## src/rtl/axi4l2wb_bridge.sv

```systemverilog
// AXI4-Lite responder that replays one transaction at a time as a pipelined Wishbone B4 cycle.
// Read/write contention alternates grants; a bounded wait turns a silent responder into DECERR.
module axi4l2wb_bridge #(
  parameter int ADDR_WIDTH     = 32,
  parameter int DATA_WIDTH     = 32,
  parameter int TIMEOUT_CYCLES = 255
) (
  input  logic                    CLK,
  input  logic                    RST,
  input  logic [ADDR_WIDTH-1:0]   axi4l_awaddr,
  input  logic                    axi4l_awvalid,
  output logic                    axi4l_awready,
  input  logic [DATA_WIDTH-1:0]   axi4l_wdata,
  input  logic [DATA_WIDTH/8-1:0] axi4l_wstrb,
  input  logic                    axi4l_wvalid,
  output logic                    axi4l_wready,
  output logic [1:0]              axi4l_bresp,
  output logic                    axi4l_bvalid,
  input  logic                    axi4l_bready,
  input  logic [ADDR_WIDTH-1:0]   axi4l_araddr,
  input  logic                    axi4l_arvalid,
  output logic                    axi4l_arready,
  output logic [DATA_WIDTH-1:0]   axi4l_rdata,
  output logic [1:0]              axi4l_rresp,
  output logic                    axi4l_rvalid,
  input  logic                    axi4l_rready,
  output logic                    wb_cyc,
  output logic                    wb_stb,
  output logic                    wb_we,
  output logic [ADDR_WIDTH-1:0]   wb_adr,
  output logic [DATA_WIDTH/8-1:0] wb_sel,
  output logic [DATA_WIDTH-1:0]   wb_wdat,
  input  logic [DATA_WIDTH-1:0]   wb_rdat,
  input  logic                    wb_ack,
  input  logic                    wb_err,
  input  logic                    wb_stall
);

  localparam int CNT_WIDTH = $clog2(TIMEOUT_CYCLES + 1);

  typedef enum logic [2:0] {
    IDLE    = 3'd0,
    WB_REQ  = 3'd1,
    WB_WAIT = 3'd2,
    WR_RESP = 3'd3,
    RD_RESP = 3'd4
  } state_t;

  state_t               state_r;
  state_t               state_nxt_s;
  logic                 last_wr_r;
  logic [CNT_WIDTH-1:0] cnt_r;
  logic                 wr_elig_s;
  logic                 rd_elig_s;
  logic                 grant_wr_s;
  logic                 grant_rd_s;
  logic                 term_s;
  logic                 timeout_s;
  logic [1:0]           resp_s;

  // Next-state, arbitration and termination decode
  always_comb begin
    state_nxt_s = state_r;
    wr_elig_s   = axi4l_awvalid && axi4l_wvalid;
    rd_elig_s   = axi4l_arvalid;
    grant_wr_s  = 1'b0;
    grant_rd_s  = 1'b0;
    term_s      = 1'b0;
    timeout_s   = 1'b0;
    case (state_r)
      IDLE: begin
        // last_wr_r clears on reset so a contended first grant goes to the write
        if (wr_elig_s && (!rd_elig_s || !last_wr_r)) begin
          grant_wr_s  = 1'b1;
          state_nxt_s = WB_REQ;
        end else if (rd_elig_s) begin
          grant_rd_s  = 1'b1;
          state_nxt_s = WB_REQ;
        end else begin
          state_nxt_s = IDLE;
        end
      end
      WB_REQ, WB_WAIT: begin
        term_s    = (wb_ack || wb_err) && ((state_r == WB_WAIT) || !wb_stall);
        timeout_s = !term_s && (cnt_r == CNT_WIDTH'(TIMEOUT_CYCLES - 1));
        if (term_s || timeout_s) begin
          state_nxt_s = wb_we ? WR_RESP : RD_RESP;
        end else if (!wb_stall) begin
          state_nxt_s = WB_WAIT;
        end else begin
          state_nxt_s = state_r;
        end
      end
      WR_RESP: begin
        if (axi4l_bready) begin
          state_nxt_s = IDLE;
        end else begin
          state_nxt_s = WR_RESP;
        end
      end
      RD_RESP: begin
        if (axi4l_rready) begin
          state_nxt_s = IDLE;
        end else begin
          state_nxt_s = RD_RESP;
        end
      end
      default: begin
        state_nxt_s = IDLE;
      end
    endcase
    resp_s = timeout_s ? 2'b11 : (wb_err ? 2'b10 : 2'b00);
  end

  assign axi4l_awready = grant_wr_s;
  assign axi4l_wready  = grant_wr_s;
  assign axi4l_arready = grant_rd_s;

  // State register
  always_ff @(posedge CLK) begin
    if (RST) begin
      state_r <= IDLE;
    end else begin
      state_r <= state_nxt_s;
    end
  end

  // Wishbone request, timeout counter and AXI response registers
  always_ff @(posedge CLK) begin
    if (RST) begin
      wb_cyc       <= 1'b0;
      wb_stb       <= 1'b0;
      wb_we        <= 1'b0;
      wb_adr       <= '0;
      wb_sel       <= '0;
      wb_wdat      <= '0;
      axi4l_bvalid <= 1'b0;
      axi4l_bresp  <= 2'b00;
      axi4l_rvalid <= 1'b0;
      axi4l_rresp  <= 2'b00;
      axi4l_rdata  <= '0;
      cnt_r        <= '0;
      last_wr_r    <= 1'b0;
    end else begin
      case (state_r)
        IDLE: begin
          if (grant_wr_s || grant_rd_s) begin
            wb_cyc    <= 1'b1;
            wb_stb    <= 1'b1;
            wb_we     <= grant_wr_s;
            wb_adr    <= grant_wr_s ? axi4l_awaddr : axi4l_araddr;
            wb_sel    <= grant_wr_s ? axi4l_wstrb : '1;
            wb_wdat   <= grant_wr_s ? axi4l_wdata : wb_wdat;
            last_wr_r <= grant_wr_s;
            cnt_r     <= '0;
          end
        end
        WB_REQ, WB_WAIT: begin
          if (term_s || timeout_s) begin
            wb_cyc <= 1'b0;
            wb_stb <= 1'b0;
            cnt_r  <= '0;
            if (wb_we) begin
              axi4l_bvalid <= 1'b1;
              axi4l_bresp  <= resp_s;
            end else begin
              axi4l_rvalid <= 1'b1;
              axi4l_rresp  <= resp_s;
              axi4l_rdata  <= timeout_s ? '0 : wb_rdat;
            end
          end else begin
            cnt_r <= cnt_r + CNT_WIDTH'(1);
            if (!wb_stall) begin
              wb_stb <= 1'b0;
            end
          end
        end
        WR_RESP: begin
          if (axi4l_bready) begin
            axi4l_bvalid <= 1'b0;
          end
        end
        RD_RESP: begin
          if (axi4l_rready) begin
            axi4l_rvalid <= 1'b0;
          end
        end
        default: begin
          wb_cyc <= 1'b0;
          wb_stb <= 1'b0;
        end
      endcase
    end
  end

endmodule

```

## config.mk

```make
export PLATFORM = sky130hd
export DESIGN_NAME = axi4l2wb_bridge
export DESIGN_NICKNAME = d
export VERILOG_FILES = /design/src/rtl/axi4l2wb_bridge.sv
export SDC_FILE = /design/constraint.sdc
export NUM_CORES = 1
export LEC_CHECK = 0
export BUFFER_PORTS_ARGS = -buffer_cell sky130_fd_sc_hd__buf_2
export CAP_MARGIN = 15
export CORE_MARGIN = 2
export CORE_UTILIZATION = 47
export CTS_CLUSTER_DIAMETER = 30
export DETAILED_ROUTE_END_ITERATION = 12
export PLACE_DENSITY_LB_ADDON = 0.08
export SYNTH_ARGS = -nofsm -noshare
export SYNTH_HDL_FRONTEND = slang
export SYNTH_SLANG_ARGS = --single-unit
```

## constraint.sdc

```tcl
create_clock -name CLK -period 4.5 [get_ports CLK]
set_input_delay 0.225 -clock CLK [delete_from_list [all_inputs] [get_ports CLK]]
set_output_delay 0.225 -clock CLK [all_outputs]
set_load 0.05 [all_outputs]
```

==> results.yml <==
status:
  outcome: "finished, final reports clean"
floorplanning:
  top_level_ports: 254
  die_area_um2: 10800
  row_count: 36
  dieWidth_um: 104
  core-area_um2: 9730
  chipHeight_um: 104
  initial_core_util_pct: 48.4
detailed_routing:
  wirelength_mm: 17.9
  first_pass_iters: 7
  detail_route.vias_per_cell: 5.58
  drc_errors: 0
  wl_per_cell_um: 17.8
  first_iter_violations: 419
  vias: 5607
  antenna_left: 0
sta:
  slew_headroom_pct: 32.6
  holdWs_ns: 0.0594
  rsz0062_at_grt: "false"
  fin_ws_ns: 1.26
  hold_viol: 0
  fin_crit_sh_pct: 72.1
  final.setup.tns_ns: 0
  tightest_slew_ns: 1.01
  finalCriticalPeriod_ns: 3.24
  slew_violations: 0
  fmax_mhz: 308
  setup-violations-final: 0
  fin_skew_ns: 0.0102
setup_path:
  r2r-start: "state_r[0]"
  startpoint_type: "flip-flop"
  cp-startpoint: "state_r[0]"
  r2r_cells: 8
  worstPathMaxFanout: 59
  cp.required_ns: 4.87
  cp-end-kind: "flip-flop"
  rrSetupSlack_ns: 1.26
  critPathKind: "reg2reg"
  arrival_ns: 3.62
  r2r-end: "wb_adr[27]"
job:
  maxCapViolations: 0
clock_network:
  cts.sink_count: 120
  cts_hold_buf: 119
  root_buffer: "clkbuf_8"
  cts-buffers-inserted: 17
  clkTransAtPathRegs_ns: 0.06
  post_cts_buffers: 0
  clock_latency_ns: 0.52
  cts_tree: "done"
  cts_resized: 0
  clk_path_buf_depth: 2
  cts.htree.levels: 4
yosys:
  netlist_area_um2: 4700
  synth_edf_count: 0
  synth-seq-cells: 120
  synth_ff_type: "dfxtp_1"
  synthTopCellsByArea: "dfxtp_1 51%, a32o_1 6.8%, nand2_1 6.5%"
  synth_top_area_cell: "dfxtp_1"
  ys_seq_area_share_pct: 51.1
  synthesis.nets: 652
  yosys.cell_types.count: 51
  async_reset_ff_share_pct: 0
  yosysWarnings: 0
  syn-instance-count: 508
  yosysTopAreaCellShare_pct: 51.1
  synthTopCellsByCount: "120 x dfxtp_1, 81 x nand2_1, 43 x a21oi_1"
  synth_area_per_cell_um2: 9.26
  yosysMostFrequentCell: "dfxtp_1"
place:
  routabilityCongestion: 0.779
  place_ws_ns: 1.90
  hpwlAfterDp_mm: 10.1
  numPortBuffers: 253
finish:
  fill_cells: 617
  drive_gt1_share_pct: 33.9
  area_delta_synth_final_pct: 64.3
  antenna_cells: 0
  fin_nets: 1003
power:
  leakagePower_nw: 3.47
  ir_drop_v: 0.000262
  p_per_area_nw_per_um2: 461
  seq_power_share_pct: 34.6
  clkPwrFrac_pct: 38.1
  p_switching_mw: 1.21
  internal-power_mw: 2.35
  swShare_pct: 34.0
  combPwrFrac_pct: 27.4
global_route:
  grt_pass1_vias: 5606
  top_usage_layer: "met2"
  grt_pass1_wl_mm: 28.2
  antenna_found_initial: 0
  track_usage_pct: 32.2
  grt_max_degree: 60
  overflow: 0
  grtUsageMet3_pct: 9.77
  met1_usage_pct: 34.9
  gr-usage-met2_pct: 57.4
hold_path:
  hold_path.class: "in2reg"
  hold_depth: 3
  worstHoldEndpoint: "wb_adr[3]"
  min_from: "axi4l_awaddr[3]"
==> per-stage QoR <==
| step | area [um2] | power (mW) | utilization, % | std cells |
|---|---|---|---|---|
| floorplan | 4700 | 1.85 | - | 508 |
| global route | 7730 | 3.68 | 79.4 | 1005 |
| detailed placement | 5930 | 2.06 | 61.0 | 853 |
| CTS | 7710 | 3.52 | 79.3 | 1004 |
| finish | 7730 | 3.56 | 79.4 | 1005 |
| global placement | 5930 | 2.04 | 61.0 | 853 |
==> power groups by stage <==
stage               Clock, mW  Combinational [mW]  Sequential, mW
finish                   1.35               0.974            1.23
floorplan                   0               0.301            1.55
global route             1.41                1.03            1.24
global placement            0               0.804            1.24
CTS                      1.35               0.945            1.22
detailed placement          0               0.816            1.24
==> state kept, by name (all words and copies together), names as in the netlist <==
signal        flops
axi4l_rvalid      1
axi4l_rresp       2
axi4l_bresp       2
wb_cyc            1
axi4l_bvalid      1
last_wr_r         1
axi4l_rdata      32
cnt_r             8
state_r           3
wb_sel            4
wb_wdat          32
wb_stb            1
wb_adr           32
==> routing by layer <==
| metal | wire length, um | vias to the layer above |
|---|---|---|
| met3 | 1500 | 66 |
| met5 | 0 | - |
| li1 | - | 2586 |
| met1 | 6760 | 2636 |
| met4 | 685 | 0 |
| met2 | 8940 | 319 |
==> critical path, stage by stage, from the launching register on <==
cell and delay (ns):
dfxtp_1 0.62, nor3_1 0.10, buf_4 0.20, nand4_1 0.09, buf_4 0.37, inv_2 0.49, a222oi_1 0.54, dlygate4sd3_1 0.63
nor2_1 0.05
==> final cells by class <==
type	instances	area, um2	share of cell area, %
Sequential cell	120	2400	31.1
Inverter	16	60.1	0.777
Clock buffer	20	435	5.63
Tap cell	133	166	2.15
Timing Repair Buffer	377	2500	32.4
Clock inverter	12	151	1.96
Multi-Input combinational cell	327	2010	26.0
==> cell families (layout without fill, tap and decap cells) <==
group | after synthesis | count (layout) | synth area share, %
compound gates | 161 | 161 | 26.1
xor+xnor | 3 | 3 | 0.559
flops | 120 | 120 | 51.1
buf+inv | 61 | 425 | 6.22
simple gates | 160 | 160 | 15.3
fa+ha+maj | 2 | 2 | 0.532
mux | 1 | 1 | 0.213
==> how the worst max path moves through the flow <==
stage          slack [ns]  cells after the start       endpoint
4_1_cts              1.34                      6  axi4l_awready
6_report             1.26                      8     wb_adr[27]
5_1_grt              1.07                      8     wb_adr[27]
2_1_floorplan        2.72                      6   axi4l_wready
3_3_place_gp         1.94                      6   axi4l_wready
3_5_place_dp         1.90                      6  axi4l_awready
==> layout by cell type (no fill, tap or decap), types with 3 or more instances in the layout <==
| cell | count |
|---|---|
| clkinvlp_4 | 5 |
| o211ai_1 | 9 |
| dfxtp_1 | 120 |
| nand3_1 | 7 |
| nand2_1 | 81 |
| inv_1 | 14 |
| buf_4 | 4 |
| nand3b_1 | 4 |
| a31oi_1 | 7 |
| nor2_1 | 42 |
| nand4_1 | 4 |
| a21oi_1 | 43 |
| o21ai_1 | 5 |
| a32o_1 | 32 |
| or3_1 | 3 |
| dlygate4sd3_1 | 119 |
| a222oi_1 | 25 |
| clkinv_2 | 3 |
| o22ai_1 | 4 |
| buf_2 | 253 |
| bufinv_16 | 3 |
| o21ai_0 | 11 |
| a211oi_1 | 9 |
| nor3_1 | 4 |
| clkbuf_16 | 16 |
| o211a_1 | 3 |
No activity file was read; power rests on OpenSTA's default activity.
